## config.mk

```make
export PLATFORM = sky130hd
export DESIGN_NAME = key_debounce_multi
export DESIGN_NICKNAME = d
export VERILOG_FILES = /design/src/rtl/debounce_pkg.sv /design/src/rtl/debounce_channel.sv /design/src/rtl/key_debounce_multi.sv
export SDC_FILE = /design/constraint.sdc
export NUM_CORES = 1
export LEC_CHECK = 0
export CAP_MARGIN = 20
export CORE_ASPECT_RATIO = 0.7
export CORE_MARGIN = 2
export CORE_UTILIZATION = 45
export CTS_BUF_LIST = sky130_fd_sc_hd__clkbuf_8 sky130_fd_sc_hd__clkbuf_16
export DETAILED_ROUTE_END_ITERATION = 10
export HOLD_SLACK_MARGIN = 0.03
export PLACE_DENSITY = 0.63
export SLEW_MARGIN = 15
export SYNTH_ARGS = -nofsm -noshare
export SYNTH_HDL_FRONTEND = slang
export SYNTH_SLANG_ARGS = --single-unit
```

## constraint.sdc

```tcl
create_clock -name clk -period 2.4 [get_ports clk]
set_input_delay 0.36 -clock clk [delete_from_list [all_inputs] [get_ports clk]]
set_output_delay 0.36 -clock clk [all_outputs]
set_load 0.01 [all_outputs]
```

## src/rtl/debounce_pkg.sv

```systemverilog
// -----------------------------------------------------------------------------
// debounce_pkg
// Shared definitions for the keypad/encoder debouncer:
//   - ch_state_e : per-channel debounce FSM state, 2-bit encoding
//   - fits_width : elaboration-time range check for count parameters
// -----------------------------------------------------------------------------
package debounce_pkg;

  typedef enum logic [1:0] {
    ST_IDLE        = 2'd0,  // settled low
    ST_DEB_PRESS   = 2'd1,  // qualifying a rising input
    ST_HELD        = 2'd2,  // settled high
    ST_DEB_RELEASE = 2'd3   // qualifying a falling input
  } ch_state_e;

  // True when value is at least 1 and representable in an unsigned
  // counter of the given width.
  function automatic bit fits_width(input int value, input int width);
    return (value >= 1) && (longint'(value) < (longint'(1) << width));
  endfunction

endpackage

```

## src/rtl/debounce_channel.sv

```systemverilog
// -----------------------------------------------------------------------------
// debounce_channel
// One debounce lane: two-flop synchroniser, IDLE/DEB_PRESS/HELD/DEB_RELEASE
// filter FSM with a stability counter, and a hold-to-repeat timer.
//
// Ports
//   clk           : system clock, rising edge
//   clear_n       : asynchronous active-low reset, clears every flop
//   en            : filter enable; 0 freezes FSM/counter/timer, pulses read 0
//   btn_raw       : raw asynchronous key input, active-high
//   btn_level     : debounced level
//   press_pulse   : one-cycle strobe when the level goes 0->1
//   release_pulse : one-cycle strobe when the level goes 1->0
//   repeat_pulse  : one-cycle auto-repeat strobe while held
// -----------------------------------------------------------------------------
module debounce_channel
  import debounce_pkg::*;
#(
  parameter int CNT_W         = 16,
  parameter int STABLE_CYCLES = 1000,
  parameter int REPEAT_EN     = 1,
  parameter int RPT_W         = 20,
  parameter int REPEAT_DELAY  = 50000,
  parameter int REPEAT_PERIOD = 10000
) (
  input  logic clk,
  input  logic clear_n,
  input  logic en,
  input  logic btn_raw,
  output logic btn_level,
  output logic press_pulse,
  output logic release_pulse,
  output logic repeat_pulse
);

  localparam logic [CNT_W-1:0] STABLE_MAX = CNT_W'(STABLE_CYCLES);
  localparam logic [CNT_W-1:0] CNT_ONE    = CNT_W'(1);
  localparam logic [RPT_W-1:0] DELAY_MAX  = RPT_W'(REPEAT_DELAY);
  localparam logic [RPT_W-1:0] PERIOD_MAX = RPT_W'(REPEAT_PERIOD);

  logic             sync_meta;
  logic             sync;
  ch_state_e        state;
  logic [CNT_W-1:0] cnt;
  logic [RPT_W-1:0] rpt_timer;
  logic             rpt_periodic;   // first repeat already issued

  logic [RPT_W-1:0] rpt_next;
  logic [RPT_W-1:0] rpt_limit;
  logic             rpt_hit;
  logic             rpt_run;
  logic             release_now;

  // Synchroniser keeps running while en = 0 so the filter resumes on a
  // fresh sample rather than a stale one.
  // NOTE: clocked state uses non-blocking assignments so every flop samples
  // pre-edge values regardless of statement order.
  always_ff @(posedge clk or negedge clear_n) begin
    if (!clear_n) begin
      sync_meta <= 1'b0;
      sync      <= 1'b0;
    end else begin
      sync_meta <= btn_raw;
      sync      <= sync_meta;
    end
  end

  // NOTE: every combinational output is assigned on every pass, so no latch
  // can be inferred.
  always_comb begin
    release_now = (state == ST_DEB_RELEASE) && !sync && (cnt == STABLE_MAX);
    // Timer runs through bounces (DEB_RELEASE) but not on the edge that
    // returns to IDLE, so a release never coincides with a repeat.
    rpt_run     = (REPEAT_EN != 0) &&
                  ((state == ST_HELD) || (state == ST_DEB_RELEASE)) &&
                  !release_now;
    rpt_limit   = rpt_periodic ? PERIOD_MAX : DELAY_MAX;
    rpt_next    = rpt_timer + 1'b1;
    rpt_hit     = rpt_next == rpt_limit;
  end

  always_ff @(posedge clk or negedge clear_n) begin
    if (!clear_n) begin
      state         <= ST_IDLE;
      cnt           <= '0;
      rpt_timer     <= '0;
      rpt_periodic  <= 1'b0;
      btn_level     <= 1'b0;
      press_pulse   <= 1'b0;
      release_pulse <= 1'b0;
      repeat_pulse  <= 1'b0;
    end else begin
      press_pulse   <= 1'b0;
      release_pulse <= 1'b0;
      repeat_pulse  <= 1'b0;
      if (en) begin
        case (state)
          ST_IDLE: begin
            if (sync) begin
              state <= ST_DEB_PRESS;
              cnt   <= CNT_ONE;
            end
          end
          ST_DEB_PRESS: begin
            if (!sync) begin
              state <= ST_IDLE;
              cnt   <= '0;
            end else if (cnt == STABLE_MAX) begin
              state        <= ST_HELD;
              cnt          <= '0;
              btn_level    <= 1'b1;
              press_pulse  <= 1'b1;
              rpt_timer    <= '0;
              rpt_periodic <= 1'b0;
            end else begin
              cnt <= cnt + 1'b1;
            end
          end
          ST_HELD: begin
            if (!sync) begin
              state <= ST_DEB_RELEASE;
              cnt   <= CNT_ONE;
            end
          end
          ST_DEB_RELEASE: begin
            if (sync) begin
              state <= ST_HELD;
              cnt   <= '0;
            end else if (release_now) begin
              state         <= ST_IDLE;
              cnt           <= '0;
              btn_level     <= 1'b0;
              release_pulse <= 1'b1;
              rpt_timer     <= '0;
              rpt_periodic  <= 1'b0;
            end else begin
              cnt <= cnt + 1'b1;
            end
          end
          default: begin
            state <= ST_IDLE;
            cnt   <= '0;
          end
        endcase

        // rpt_run excludes the release edge and both DEB_PRESS branches,
        // so this never competes with the timer clears above.
        if (rpt_run) begin
          if (rpt_hit) begin
            repeat_pulse <= 1'b1;
            rpt_timer    <= '0;
            rpt_periodic <= 1'b1;
          end else begin
            rpt_timer <= rpt_next;
          end
        end
      end
    end
  end

endmodule

```

## src/rtl/key_debounce_multi.sv

```systemverilog
// -----------------------------------------------------------------------------
// key_debounce_multi
// NUM_CH independent debounce lanes for the microwave keypad/encoder front
// end, with press/release/auto-repeat strobes and a global any-key-held flag.
//
// Ports
//   clk           : system clock, rising edge
//   clear_n       : asynchronous active-low reset
//   en            : filter enable (shared by all channels)
//   btn_raw       : [NUM_CH] raw asynchronous key inputs, active-high
//   btn_level     : [NUM_CH] debounced levels
//   press_pulse   : [NUM_CH] one-cycle 0->1 strobes
//   release_pulse : [NUM_CH] one-cycle 1->0 strobes
//   repeat_pulse  : [NUM_CH] one-cycle hold-to-repeat strobes
//   any_held      : OR of btn_level
// -----------------------------------------------------------------------------
module key_debounce_multi
  import debounce_pkg::*;
#(
  parameter int NUM_CH        = 4,
  parameter int CNT_W         = 16,
  parameter int STABLE_CYCLES = 1000,
  parameter int REPEAT_EN     = 1,
  parameter int RPT_W         = 20,
  parameter int REPEAT_DELAY  = 50000,
  parameter int REPEAT_PERIOD = 10000
) (
  input  logic              clk,
  input  logic              clear_n,
  input  logic              en,
  input  logic [NUM_CH-1:0] btn_raw,
  output logic [NUM_CH-1:0] btn_level,
  output logic [NUM_CH-1:0] press_pulse,
  output logic [NUM_CH-1:0] release_pulse,
  output logic [NUM_CH-1:0] repeat_pulse,
  output logic              any_held
);

  // Reject parameter sets the counters cannot represent.
  if (!fits_width(STABLE_CYCLES, CNT_W)) begin : g_bad_stable
    $error("STABLE_CYCLES must be in 1..2^CNT_W-1");
  end
  if (REPEAT_EN != 0 && !fits_width(REPEAT_DELAY, RPT_W)) begin : g_bad_delay
    $error("REPEAT_DELAY must be in 1..2^RPT_W-1");
  end
  if (REPEAT_EN != 0 && !fits_width(REPEAT_PERIOD, RPT_W)) begin : g_bad_period
    $error("REPEAT_PERIOD must be in 1..2^RPT_W-1");
  end

  for (genvar i = 0; i < NUM_CH; i++) begin : g_ch
    debounce_channel #(
      .CNT_W         (CNT_W),
      .STABLE_CYCLES (STABLE_CYCLES),
      .REPEAT_EN     (REPEAT_EN),
      .RPT_W         (RPT_W),
      .REPEAT_DELAY  (REPEAT_DELAY),
      .REPEAT_PERIOD (REPEAT_PERIOD)
    ) u_ch (
      .clk           (clk),
      .clear_n       (clear_n),
      .en            (en),
      .btn_raw       (btn_raw[i]),
      .btn_level     (btn_level[i]),
      .press_pulse   (press_pulse[i]),
      .release_pulse (release_pulse[i]),
      .repeat_pulse  (repeat_pulse[i])
    );
  end

  assign any_held = |btn_level;

endmodule
```

Word-level counts from Yosys, hierarchy flattened
Cells that the tools add are included.

storage, ports and cells
  bits in registers = 180
  bits of input ports = 7

cells by class
  eq/ne operators = 68
  $add $sub $neg = 8
  mux-type cells = 180
  reduce and logical (&&, ||, !) cells = 53

operator list
  operator                                               number
  2-to-1 mux 20 bit                                      24
  2-to-1 mux 16 bit                                      28
  one-hot mux 16 bit (4 select lines)                    4
  one-hot mux 20 bit (2 select lines)                    4
  2-to-1 mux 1 bit                                       84
  adder 20 x 1 -> 20 bit, second input constant          4
  equality test 20 bit                                   4
  adder 16 x 1 -> 16 bit, second input constant          4
  equality test 16 x 10 -> 1 bit, second input constant  4
  2-to-1 mux 2 bit                                       24
  != test 3 x 1 -> 1 bit, second input constant          16
  AND reduction 6 bit                                    8
  != test 2 x 1 -> 1 bit, second input constant          16
  one-hot mux 2 bit (4 select lines)                     4
  != test 3 bit, second input constant                   8
  AND reduction 5 bit                                    4
  equality test 2 bit, second input constant             8
  != test 2 bit, second input constant                   8
  one-hot mux 1 bit (2 select lines)                     8
  logical AND 1 bit                                      12
  AND reduction 3 bit                                    4
  nonzero test 3 bit                                     4
  equality test 2 x 1 -> 1 bit, second input constant    4
  logical NOT 1 bit                                      8
  other kinds (4)                                        13

Logic depth before layout (Yosys ltp)
Gate-level depths: netlist (run 1).

  depth in word-level cells = 8
  depth in mapped cells = 12

Modules after synthesis
A second synthesis (run 1) with hierarchy kept.

second synthesis, totals
  cells, all modules = 1,212
  area, all modules = 10,465.0 sq um

modules (own cells, without submodules)
  module                                area an instance (sq um)  instances  cells an instance  seq. area each (sq um)
  debounce_channel at g_ch[0].u_ch ...  2,603.7                   3          304                1,126.1
  debounce_channel at g_ch[3].u_ch      2,646.3                   1          299                1,126.1
  key_debounce_multi                    7.5                       1          1                  0.0

Worst setup path before layout (run 1)
OpenSTA, ideal clock, no wires.

  path kind = reg-to-reg
  start point = reg g_ch[1].u_ch.rpt_timer[0]
  end point = reg g_ch[1].u_ch.rpt_timer[14]
  arrival = 2.536 ns
  cell stages (with the launch flop) = 12
  library setup time = 0.124 ns
  required time = 2.276 ns
  path slack = -0.260 ns
  period minus slack after synthesis = 2.660 ns
  cell sequence = dfrtp_1 -> ha_1 -> buf_2 -> nand4_4 -> nor4_2 -> nand3_1 -> xnor2_1 -> or4_1 -> o21ai_2 -> buf_6 -> nor2_1 -> a211o_1

on the way
  word-level cells in the longest chain between the ends = 4

RTL lines
  element                   RTL line                 text
  start: declaration        debounce_channel.sv:45   logic [RPT_W-1:0] rpt_timer;
  start signal: assignment  debounce_channel.sv:154  rpt_timer <= rpt_next;
  adder 20 x 1 -> 20 bit *  debounce_channel.sv:78   rpt_next = rpt_timer + 1'b1;
  equality test 20 bit      debounce_channel.sv:79   rpt_hit = rpt_next == rpt_limit;
  2-to-1 mux 20 bit *       debounce_channel.sv:149  if (rpt_hit) begin
  2-to-1 mux 20 bit *       debounce_channel.sv:148  if (rpt_run) begin

Every way passes the cells marked *; elsewhere a longest branch is shown, timed or not.
A chain may end at the register's enable or synchronous reset.

Final worst setup path (run 1)
Same ends and word-level chain as after synthesis.

==> impl_results.md, run 1 <==
* Tmin final at 2.60 ns
* Vias after detailed routing at 9823
* PnR worst setup slack at -0.200 ns
* Post-DR vias/cell at 5.63
* Hold_ws at 0.351 ns
* CP startpoint: g_ch[1].u_ch.rpt_timer[0]$_DFFE_PN0P_
* Largest net degree at the start of global routing at 71
* GRT Total Usage at 0.230
* F_max at 385 MHz
* Synth Flop Type: dfrtp_1
* RSZ-0062 raised after global routing: true
* Final std cells w/o fill at 1745
* Syn Inst Count at 1196
* Vias in the first global route at 9129
* Reg-to-Reg End: g_ch[1].u_ch.rpt_timer[14]$_DFFE_PN0P_
* Failing checks: setup timing
* Pre-antenna DRT Iters at 5
* Least-Margin Pin Slew at 0.627 ns
* Max-cap violations at 0
* Routability Congestion at 0.887
* Initial antenna violation count at 0
* Crit path DAT at 2.93 ns
* Setup TNS at -1.97 ns
* Netlist Area Pre-Place at 10400 um^2
* P per Cell Area at 585 nW/um^2
* Tcrit/Tclk final at 1.08
* Synth Net Count at 1215
* Initial Utilization at 0.459
* Worst hold path type: register to register
* Final Total Pwr at 0.00821 W
* Fin. max-slew vios at 0
* Reg clk slew, reported paths at 0.07 ns
* Hold path endpoint: g_ch[2].u_ch.sync$_DFF_PN0_
* # IOs at 24
* Port bufs at 23
* Routed Antenna Nets at 0
* Syn_area_per_cell at 8.70 um^2
* #FFs+latches synth at 180
* Worst-case clock buffer depth at 2
* Iter 0 DRT Violations at 815
* Final Setup Violations at 26
* Xor/xnor share of the synthesized area at 0.0564
* Die width at 186 um
* Worst-skew pair later-pin latency at 0.44 ns
* EDFF count, synth at 0
* Yosys cell types at 75
* Hold Fails Final Rpt at 0
* Die height at 131 um
* Maximum vdd drop at 0.668 mV
* Crit path max fanout at 5
* Die Area at 24400 um^2
* Detailed placement HPWL at 18800 um
* Startpoint types: register
* Post-synthesis mux area share at 0.00806
* Register area share after synthesis at 0.433
* Main combinational cell family by area after synthesis: simple AND/OR/NAND/NOR gates
* Worst Reg-to-Reg Cells at 11
* Fin util at 0.618
* Fillcell total at 1911
* Yosys warnings at 0
* # rows at 46
* R2R Setup Slk at -0.20 ns
* Critical Path Sink Type: register
* Slew HR at 0.582
* Simple-gate share of the synthesized area at 0.261
* TritonCTS clock tree: yes
* Crit Path Class: register to register
* Dpl cells at 1661
* Final wirelength at 28400 um
* Critical Path RT at 2.73 ns
* Core Region at 22700 um^2
* Nets at 1439
* Leak pwr at 6.08 nW
* # diodes at 0
* Compound-gate portion of the synthesized area at 0.178
* CTS root buf: clkbuf_16
* Share of cells above drive strength 1 at 0.284
* CTS Buf Count at 17
* Clk sinks at 180
* Post-synth ARST share at 1.00
* Worst r2r src: g_ch[1].u_ch.rpt_timer[0]$_DFFE_PN0P_
* Adder-Cell Fraction of Synth Area at 0.0144
* H-Tree Depth at 4
* Status: complete, but fails checks
* GR Overflow Total at 0
* Area growth, synth to finish at 34.7%
* Global-route wire length before repair at 45700 um
* DRC at 0
* WL/cell at 16.3 um
* Hold Path Depth at 0
* Clock skew at 0.0117 ns
* Min-delay src: g_ch[2].u_ch.sync_meta$_DFF_PN0_
[metrics by stage]
step,setup WS [ns],area (um^2)
6_report,-0.200,14000
2_1_floorplan,-0.147,10500
5_1_grt,-0.303,14000
3_3_place_gp,-0.177,12300
4_1_cts,-0.147,13400
3_5_place_dp,-0.239,12300
[critical path, stage by stage, from the launching register on]
cell and delay (ns):
dfrtp_1 0.40, ha_4 0.17, nand4_4 0.13, buf_12 0.18, or3_4 0.35, a2111oi_4 0.30, o211a_1 0.20, o221ai_2 0.11
o21ai_4 0.19, buf_4 0.18, nor3_1 0.06, a211o_1 0.22
[worst max-delay path by stage]
stage	to	depth (start not counted)	slack [ns]
detailed placement	g_ch[1].u_ch.rpt_timer[9]$_DFFE_PN0P_	9	-0.24
global placement	g_ch[1].u_ch.rpt_timer[15]$_DFFE_PN0P_	9	-0.18
floorplan	g_ch[1].u_ch.rpt_timer[14]$_DFFE_PN0P_	11	-0.15
global route	g_ch[1].u_ch.rpt_timer[15]$_DFFE_PN0P_	10	-0.30
finish	g_ch[1].u_ch.rpt_timer[14]$_DFFE_PN0P_	11	-0.20
CTS	g_ch[1].u_ch.rpt_timer[9]$_DFFE_PN0P_	11	-0.15
[cells by family after synthesis]
logic type,count (synthesis)
DFF,180
adders and majority gates,12
AOI/OAI and AO/OA,296
and+or+nand+nor,524
xor gates and xnor gates,67
muxes,8
buffers and inverters,109
[cell usage after synthesis (all sizes together), types with 4 or more instances]
master   number  area [um^2]
nand4        41          299
clkbuf       35          134
a211oi        7         52.6
nand2       127          477
nor2b         6         37.5
a22o          6         52.6
nand3b        6         45.0
a211o         5         43.8
or4           5         41.3
o31ai        22          165
and2          8         50.1
nand3        70          360
or3          22          138
a31oi        25          156
nor3b         5         37.5
inv          37          139
nand2b       10         62.6
a21oi        44          235
and4          7         61.3
mux2i         5         50.1
a221o         4         40.0
o41ai         6         52.6
dfrtp       180         4500
nand4b        4         35.0
nor4         19          174
and3         29          181
buf          37          231
xnor2        29          254
a21o         11         82.6
o21ai       136          684
a2111oi       4         55.1
ha           12          150
xor2         38          333
o211ai        4         30.0
nor3         35          185
nor2        121          459
[layout by cell type (no fill, tap or decap), types with 7 or more instances in the layout]
| cell | n |
|---|---|
| ha_1 | 7 |
| a21o_1 | 10 |
| nor2_1 | 108 |
| a31oi_1 | 24 |
| nand2b_1 | 8 |
| nand2_1 | 123 |
| xnor2_1 | 28 |
| nand3_1 | 63 |
| dfrtp_1 | 174 |
| clkdlybuf4s50_1 | 22 |
| clkbuf_16 | 18 |
| nor3_2 | 8 |
| and3_1 | 25 |
| inv_1 | 36 |
| a21oi_1 | 33 |
| o21ai_0 | 102 |
| buf_6 | 10 |
| nand4_1 | 37 |
| xor2_1 | 36 |
| buf_4 | 229 |
| o21ai_1 | 27 |
| nor3_1 | 26 |
| and2_1 | 7 |
| nor2_4 | 7 |
| nor4_4 | 7 |
| nor4_1 | 7 |
| a21oi_2 | 9 |
| o31ai_1 | 20 |
| or3_1 | 19 |
[timing repair]
item	4_1_cts	5_1_grt
endpoints found under the hold margin	66	0
resized for setup	42	113
cloned	2	6
setup buffers	22	24
setup endpoints to repair	48	82
pin swaps	32	49
hold buffers	1	0
[final cells by class]
cell class,instances,area (um^2),area share
clock inverter,13,144,0.0103
tap,312,390,0.0278
clock buffer,19,453,0.0323
multi-input combinational,912,6130,0.437
timing repair buffer,272,2250,0.161
sequential,180,4510,0.322
inverter,37,139,0.00991
[power by group]
| part | switching [W] | leakage (nW) | internal [W] |
|---|---|---|---|
| Combinational | 0.00104 | 3.35 | 0.000793 |
| Clock | 0.00129 | 0.294 | 0.00161 |
| Sequential | 0.000241 | 2.44 | 0.00323 |
| Total | 0.00257 | 6.08 | 0.00564 |
[sequential cells by signal (all words and copies together) (netlist names), named ones only]
signal	flops
g_ch.u_ch.rpt_periodic	4
g_ch.u_ch.sync	4
g_ch.u_ch.press_pulse	4
g_ch.u_ch.repeat_pulse	4
g_ch.u_ch.state	4
g_ch.u_ch.release_pulse	4
g_ch.u_ch.btn_level	4
g_ch.u_ch.sync_meta	4
g_ch.u_ch.rpt_timer	80
g_ch.u_ch.cnt	64
[routing by layer]
metal  global-route usage  up-vias  wire [um]
met5                    0        -          0
li1                     -     4780          -
met3               0.0424       27       1440
met4               0.0503        0        306
met2                0.328      267      12300
met1                0.360     4749      14300
Note: power is estimated with default switching activity, not from simulation.
==> inputs of run 2 (changes only) <==
- CORE_MARGIN: 2 -> default
- CTS_CLUSTER_DIAMETER: default -> 150
- REMOVE_ABC_BUFFERS: default -> 1
==> run 2 against run 1 <==
The flow still finishes with violations (setup timing). Non-clock buffer count rose by 15. Sequential power barely moved. Design area rose by 0.66%. Clock skew fell by 0.0011 ns. Sequential share of layout area fell by 0.24 points. Largest cell class unchanged.
==> impl_results.md, run 2 (same netlist as run 1, synthesis figures left out) <==
* Critical path's slowest cell: dfrtp_1
* Startpoint types: register
* Fin. max-slew vios at 0 (unchanged)
* Max-cap violations at 0 (unchanged)
* Initial antenna violation count at 0 (unchanged)
* Max reg flops at 80 (unchanged)
* Fin util at 0.622 (+0.00408)
* H-Tree Depth at 4 (unchanged)
* Slew HR at 0.639 (+0.0568)
* PnR worst setup slack at -0.306 ns (-0.105 ns)
* Clk sinks at 180 (unchanged)
* Clock skew at 0.0106 ns (-0.00107 ns)
* Crit path max fanout at 6 (+1)
* Worst path bufs/invs at 4 (+2)
* Critical Path Sink Type: register
* Core Region at 22700 um^2 (unchanged)
* F_max at 370 MHz (-3.9%)
* Crit path DAT at 3.02 ns (+0.09 ns)
* Critical Path RT at 2.71 ns (-0.02 ns)
* GRT Total Usage at 0.241 (+0.0104)
* # rows at 46 (unchanged)
* Final Setup Violations at 30 (+15%)
* Worst-skew pair later-pin latency at 0.43 ns (about the same)
* Final std cells w/o fill at 1755 (+0.57%)
* Die height at 129 um (-1.5%)
* Final wirelength at 28700 um (+1.2%)
* Port bufs at 23 (unchanged)
* Most used cell, CP: buf_6
* Most common cell after layout, fill and taps aside: buf_4
* TritonCTS clock tree: yes
* Worst hold path type: register to register
* WL/cell at 16.4 um (+0.59%)
* DRC at 0 (unchanged)
* Crit path max-delay family: compound AO/OA/AOI/OAI gates
* Tcrit/Tclk final at 1.13 (+0.0439)
* Iter 0 DRT Violations at 671 (-18%)
* GR Overflow Total at 0 (unchanged)
* Hold_ws at 0.349 ns (-0.00134 ns)
* Largest registers: g_ch.u_ch.rpt_timer x80, g_ch.u_ch.cnt x64
* P per Cell Area at 579 nW/um^2 (-1.1%)
* Pre-antenna DRT Iters at 6 (+1)
* Detailed placement HPWL at 19200 um (+2.4%)
* Critical-path cell list: buf_6 > nand2_8 > buf_6 > nor4_4 > buf_4 > xor2_2 > a2111oi_2 > o221ai_2 > o21ai_2 > buf_6 > nor2_1 > a211o_1
* Fillcell total at 1923 (+0.63%)
* CTS Buf Count at 17 (unchanged)
* Maximum vdd drop at 0.499 mV (-25%)
* Dpl cells at 1665 (+0.24%)
* Nets at 1450 (+0.76%)
* Share of cells above drive strength 1 at 0.303 (+0.0188)
* Vias in the first global route at 9042 (-0.95%)
* Worst-case clock buffer depth at 2 (unchanged)
* Least-Margin Pin Slew at 0.538 ns (-0.0894 ns)
* Routability Congestion at 0.878 (-1.1%)
* Die Area at 23700 um^2 (-2.6%)
* Critical Path Max Stage Delay at 0.42 ns (+0.02 ns)
* Hold Fails Final Rpt at 0 (unchanged)
* Largest net degree at the start of global routing at 53 (-25%)
* Global-route wire length before repair at 45900 um (+0.51%)
* Die width at 184 um (-1.1%)
* Commonest non-fill, non-tap cells in the layout: 231 x buf_4, 177 x dfrtp_1, 120 x nand2_1, 105 x nor2_1, 97 x o21ai_0
* Largest register by flop count: g_ch.u_ch.rpt_timer
* Crit Path Class: register to register
* Reg clk slew, reported paths at 0.07 ns (about the same)
* Initial Utilization at 0.459 (unchanged)
* Routed Antenna Nets at 0 (unchanged)
* Vias after detailed routing at 9889 (+0.67%)
* # IOs at 24 (unchanged)
* CTS root buf: clkbuf_16
* Area growth, synth to finish at 35.6%
* RSZ-0062 raised after global routing: true
* Tmin final at 2.71 ns (+0.105 ns)
* Leak pwr at 6.13 nW (+0.83%)
* Status: complete, but fails checks
* # diodes at 0 (unchanged)
* Failing checks: setup timing
* Post-DR vias/cell at 5.63 (about the same)
[run 2: changes by cell type in the layout (fill, tap and decap cells not counted), moves of 4 or more]
| cell | previous run | this run |
|---|---|---|
| o21ai_0 | 102 | 97 |
| o21ai_2 | 5 | 14 |
| buf_6 | 10 | 27 |
| nand3_2 | 4 | 9 |
| nand2_2 | 0 | 4 |
[run 2: report_power, final]
part           total, W  switching (W)  internal (W)
Clock           0.00275        0.00127       0.00147
Combinational   0.00195        0.00108      0.000866
Sequential      0.00347       0.000240       0.00323
Total           0.00817        0.00259       0.00557
[run 2: layout make-up]
| cell class | instances | area, um^2 | area share |
|---|---|---|---|
| Clock buffer | 18 | 439 | 0.0311 |
| Inverter | 37 | 139 | 0.00984 |
| Timing Repair Buffer | 287 | 2380 | 0.169 |
| Multi-Input combinational cell | 908 | 6130 | 0.434 |
| Sequential cell | 180 | 4510 | 0.319 |
| Clock inverter | 13 | 125 | 0.00887 |
| Tap cell | 312 | 390 | 0.0277 |
[run 2: metrics by stage]
step | setup TNS, ns | setup WS (ns) | power [W] | instance area, um^2
2_1_floorplan | -17.78 | -0.793 | 0.00435 | 10000
3_3_place_gp | -3.31 | -0.198 | 0.00511 | 12300
3_5_place_dp | -6.61 | -0.294 | 0.00517 | 12300
4_1_cts | -1.89 | -0.166 | 0.00803 | 13300
5_1_grt | -9.90 | -0.409 | 0.00860 | 14100
6_report | -4.86 | -0.306 | 0.00817 | 14100
[run 2: repair_timing]
action,CTS,global route
resized for setup,70,135
endpoints found under the setup margin,64,94
cloned,1,2
buffers inserted,21,36
endpoints found under the hold margin,28,0
pin swaps,34,58
hold buffers,1,0
[run 2: worst paths after layout]
| kind | startpoint | endpoint | slack (ns) | cells after the start |
|---|---|---|---|---|
| min | g_ch[0].u_ch.sync_meta$_DFF_PN0_ | g_ch[0].u_ch.sync$_DFF_PN0_ | 0.35 | 0 |
| min reg2reg | g_ch[0].u_ch.sync_meta$_DFF_PN0_ | g_ch[0].u_ch.sync$_DFF_PN0_ | 0.35 | 0 |
| max | g_ch[1].u_ch.rpt_timer[0]$_DFFE_PN0P_ | g_ch[1].u_ch.rpt_timer[14]$_DFFE_PN0P_ | -0.31 | 12 |
| min in group asynchronous | clear_n | g_ch[1].u_ch.rpt_timer[8]$_DFFE_PN0P_ | 0.39 | 2 |
| max reg2reg | g_ch[1].u_ch.rpt_timer[0]$_DFFE_PN0P_ | g_ch[1].u_ch.rpt_timer[14]$_DFFE_PN0P_ | -0.31 | 12 |
| max in group asynchronous | clear_n | g_ch[3].u_ch.btn_level$_DFFE_PN0P_ | 1.36 | 3 |
[run 2: routing by layer]
layer,global-route usage,part of all wire,up-vias,wire length (um)
li1,-,-,4794,-
met2,0.350,0.43,279,12400
met1,0.370,0.50,4785,14400
met5,0,0,-,0
met4,0.0583,0.011,0,325
met3,0.0399,0.057,31,1640
